<file path="config.mk">
export PLATFORM = sky130hd
export DESIGN_NAME = univ_shift_reg
export DESIGN_NICKNAME = d
export VERILOG_FILES = /design/src/rtl/univ_shift_reg.sv
export SDC_FILE = /design/constraint.sdc
export NUM_CORES = 1
export LEC_CHECK = 0
export ABC_AREA = 1
export ABC_CLOCK_PERIOD_IN_PS = 1600
export BUFFER_PORTS_ARGS = -buffer_cell sky130_fd_sc_hd__buf_2
export CORE_MARGIN = 3
export CORE_UTILIZATION = 48
export CTS_CLUSTER_SIZE = 40
export DETAILED_ROUTE_END_ITERATION = 16
export PLACE_DENSITY = 0.85
export SYNTH_ARGS = -nofsm -noshare
export SYNTH_HDL_FRONTEND = slang
export SYNTH_SLANG_ARGS = --single-unit
</file>
<file path="constraint.sdc">
create_clock -name clk -period 1.6 [get_ports clk]
set_clock_uncertainty 0.1 [all_clocks]
set_input_delay 0.32 -clock clk [delete_from_list [all_inputs] [get_ports clk]]
set_output_delay 0.32 -clock clk [all_outputs]
set_load 0.05 [all_outputs]
</file>
<file path="src/rtl/univ_shift_reg.sv">
// univ_shift_reg: universal register (hold / shift right / shift left / load)
// with a shift counter and an end-of-word pulse for framing serial words.
//
// Parameters:
//   WIDTH      register width in bits, >= 2
//   RESET_VAL  value of dout while reset is low
// Ports:
//   clk        rising-edge clock
//   reset      asynchronous active-low reset
//   en         operation enable, 0 holds everything
//   mode       00 hold, 01 shift right, 10 shift left, 11 parallel load
//   din        parallel load data
//   sin_r      serial in at the MSB on a right shift
//   sin_l      serial in at the LSB on a left shift
//   dout       register contents
//   sout_r     dout[0]
//   sout_l     dout[WIDTH-1]
//   bit_cnt    shifts since the last load or wrap
//   word_done  one-cycle pulse after the WIDTH-th shift of a word
//
// Build option: define UNIV_SR_ROTATE_EN to make the shift modes rotate;
// sin_r and sin_l are then ignored.

module univ_shift_reg #(
  parameter int unsigned WIDTH = 8,
  parameter logic [WIDTH-1:0] RESET_VAL = '0
) (
  input  logic                     clk,
  input  logic                     reset,
  input  logic                     en,
  input  logic [1:0]               mode,
  input  logic [WIDTH-1:0]         din,
  input  logic                     sin_r,
  input  logic                     sin_l,
  output logic [WIDTH-1:0]         dout,
  output logic                     sout_r,
  output logic                     sout_l,
  output logic [$clog2(WIDTH)-1:0] bit_cnt,
  output logic                     word_done
);

  localparam int unsigned CW = $clog2(WIDTH);
  localparam logic [CW-1:0] LAST = CW'(WIDTH - 1);

  logic [WIDTH-1:0] dout_q, dout_d;
  logic [CW-1:0]    cnt_q, cnt_d;
  logic             done_q, done_d;

  logic             bit_r;
  logic             bit_l;
  logic             shift;
  logic             wrap;

`ifdef UNIV_SR_ROTATE_EN
  logic unused_sin;
  assign unused_sin = sin_r ^ sin_l;
  assign bit_r = dout_q[0];
  assign bit_l = dout_q[WIDTH-1];
`else
  assign bit_r = sin_r;
  assign bit_l = sin_l;
`endif

  assign shift = en && (mode == 2'b01 || mode == 2'b10);
  assign wrap  = (cnt_q == LAST);

  always_comb begin
    dout_d = dout_q;
    if (en) begin
      case (mode)
        2'b01:   dout_d = {bit_r, dout_q[WIDTH-1:1]};
        2'b10:   dout_d = {dout_q[WIDTH-2:0], bit_l};
        2'b11:   dout_d = din;
        default: dout_d = dout_q;
      endcase
    end
  end

  // Direction changes share one count; a load restarts the word.
  always_comb begin
    cnt_d  = cnt_q;
    done_d = 1'b0;
    if (en && mode == 2'b11) begin
      cnt_d = '0;
    end else if (shift) begin
      cnt_d  = wrap ? '0 : cnt_q + CW'(1);
      done_d = wrap;
    end
  end

  always_ff @(posedge clk or negedge reset) begin
    if (!reset) begin
      dout_q <= RESET_VAL;
      cnt_q  <= '0;
      done_q <= 1'b0;
    end else begin
      dout_q <= dout_d;
      cnt_q  <= cnt_d;
      done_q <= done_d;
    end
  end

  assign dout      = dout_q;
  assign sout_r    = dout_q[0];
  assign sout_l    = dout_q[WIDTH-1];
  assign bit_cnt   = cnt_q;
  assign word_done = done_q;

endmodule

</file>
==> results by group <==
Run status
  • Status: finished, final reports clean

Critical path
  • CP max stage delay: 0.40 ns
  • Cells along the critical path: buf_2
  • Slowest-stage cell, CP: dfrtp_1
  • WS Path Type: flip-flop to output pin
  • WP data required: between 1 and 1.5 ns
  • WP buf/inv: 1
  • Crit-path max FO: 4
  • Top delay family on crit path: flip-flops
  • CP arrival: 0.97 ns
  • Crit end category: output pin
  • CP startpoint kind: flip-flop
  • R2R Setup Slk: 0.38 ns

Floorplan
  • Die X: 46.8 µm
  • Die Footprint: approximately 2200 µm²
  • Core box area: 1540 µm²
  • Row count: 14
  • Die span in y: between 40 and 50 µm
  • Initial Util: just over 50%
  • IO Pins: 29

Layout
  • Nets: 167
  • N_diodes: 0
  • Share of cells above drive strength 1: 31.0%
  • Area Growth Syn to Fin: 22.0%
  • Commonest non-fill, non-tap cell in the layout: nand2_1
  • Commonest cells after routing, fill and taps aside: nand2_1 (61), buf_2 (28), inv_1 (14), dfrtp_1 (12), nand2_2 (8)
  • Fillers: 142

Clock tree
  • Post-CTS sizing: 0
  • Clock buffer depth: 2
  • Root Buffer: clkbuf_4
  • Clock Sinks: 12
  • CTS tree: yes
  • H-tree depth: 1
  • Setup Buffers After CTS: 0
  • Total CTS buffers: 3
  • Reg clk slew, reported paths: 0.08 ns
  • Worst-skew pair later-pin latency: 0.27 ns
  • CTS Hold Bufs: 1

Yosys
  • Synthesized Nets: 135
  • Syn Area/Cell: 6.96 µm²
  • Yosys reg bits: 12
  • Ranking of synthesized cells by area: dfrtp_1 (38%), nand2_1 (29%), ha_1 (7.8%)
  • Sequential element share of the synthesized area: 37.5%
  • Post-synth cell types: 14
  • Cells after synthesis: 115
  • Post-synth top area share: approximately 38%
  • Yosys warning count: 0
  • Leading area contributor after synthesis: dfrtp_1
  • Mapped Area: 801 µm²

Power and ir drop
  • VDD IR max: 0.696 mV
  • Share of total power in sequential cells: approximately 37%
  • Sw frac: 47.9%
  • Comb power frac: 45.5%
  • LEAKAGE: 0.635 nW
  • Clk pwr share: around 17%
  • Sw power: 0.531 mW
  • Int Pwr: 0.576 mW
  • Power Dens Cells: 1130 nW/µm²

Detailed routing
  • Vias per cell: 4.66
  • Antenna-violating nets left: 0
  • DRT iter0 DRCs: 21
  • DRC: 0
  • Drt wl/cell: roughly 11 µm
  • Final wirelength: 1710 µm
  • Detailed-route via count: 751
  • Pre-Repair DR Iteration Count: 4

Timing
  • Final setup vio count: 0
  • Final Cycle Share: 86.8%
  • Setup WS post-layout: 0.212 ns
  • Minimum clock period: 1.39 ns
  • Setup_tns: 0 ns
  • RSZ-0062 raised after global routing: no
  • Slew Limit Fails: 0
  • FMAX: roughly 720 MHz
  • Slew headroom: 74.0%
  • Worst-Margin Slew: 0.391 ns
  • Hold Fails Final Rpt: 0

GRT
  • First-pass GRT wire length: ~2600 µm
  • Total grt overflow: 0
  • Initial antenna violation count: 0
  • Global Route Usage Sum: 16.4%
  • Vias in the first global route: 653
  • Pin count of the biggest net entering global routing: 13

Flow run
  • Maxcap violations: 0

Placement
  • IO buf count: 28
  • Pre-CTS setup slack: 0.135 ns
  • RD Place Congestion: 0.834
  • DP Wirelength: 1270 µm

Hold path
  • Worst min path class: input pin to flip-flop
-- Yosys cell counts, drive strengths merged --
master	instances
buf	4
dfrtp	12
ha	5
inv	16
nand2	69
nand3	5
nand4	1
nor2	2
nor3	1
-- power groups by stage --
stage                     Clock (mW)  Sequential, mW  Combinational [mW]
after floorplan                    0           0.618               0.187
after global placement             0           0.418               0.497
after detailed placement           0           0.420               0.504
after CTS                      0.189           0.414               0.508
after global routing           0.205           0.425               0.549
final                          0.189           0.414               0.504
-- flip-flops by register name, summed over array words and instances (netlist names) --
| name | cells |
|---|---|
| dout | 8 |
| bit_cnt | 3 |
| word_done | 1 |
-- cell families (layout without fill, tap and decap cells) --
kind of cell	count (synthesis)	after routing	share of synthesized area [%]
DFF	12	12	37.5
adders and majority gates	5	5	7.81
buffers and inverters	20	50	11.4
and+or+nand+nor	78	78	43.3
-- per-layer routing --
layer  GRT usage [%]  routed length [µm]
met3            4.98                 119
met1            17.6                 742
met2            30.4                 830
met4            4.97                  15
met5               0                   0
-- layout make-up --
type | instances | area [µm²] | area share [%]
tap | 16 | 20.0 | 2.05
sequential | 12 | 300 | 30.7
timing repair buffer | 31 | 165 | 16.9
multi-input combinational | 83 | 409 | 41.9
inverter | 16 | 60.1 | 6.15
clock buffer | 3 | 22.5 | 2.30
-- stage by stage --
| stage | area (µm²) | instances | utilization [%] | power [mW] | hold WS [ns] |
|---|---|---|---|---|---|
| global placement | 945 | 157 | 61.3 | 0.915 | 0.113 |
| global route | 977 | 161 | 63.4 | 1.18 | 0.257 |
| detailed placement | 945 | 157 | 61.3 | 0.923 | 0.115 |
| CTS | 977 | 161 | 63.4 | 1.11 | 0.263 |
| finish | 977 | 161 | 63.4 | 1.11 | 0.260 |
| floorplan | 801 | 115 | - | 0.805 | -0.0756 |
-- final timing paths --
path,cells after the start,to,startpoint
min reg2reg,2,dout[3],dout[3]
min in group asynchronous,2,dout[3],reset
max reg2reg,4,bit_cnt[2],bit_cnt[0]
min,5,dout[7],sin_r
max in group asynchronous,2,bit_cnt[1],reset
max,1,dout[6],dout[6]
Note: power is estimated with default switching activity, not from simulation.
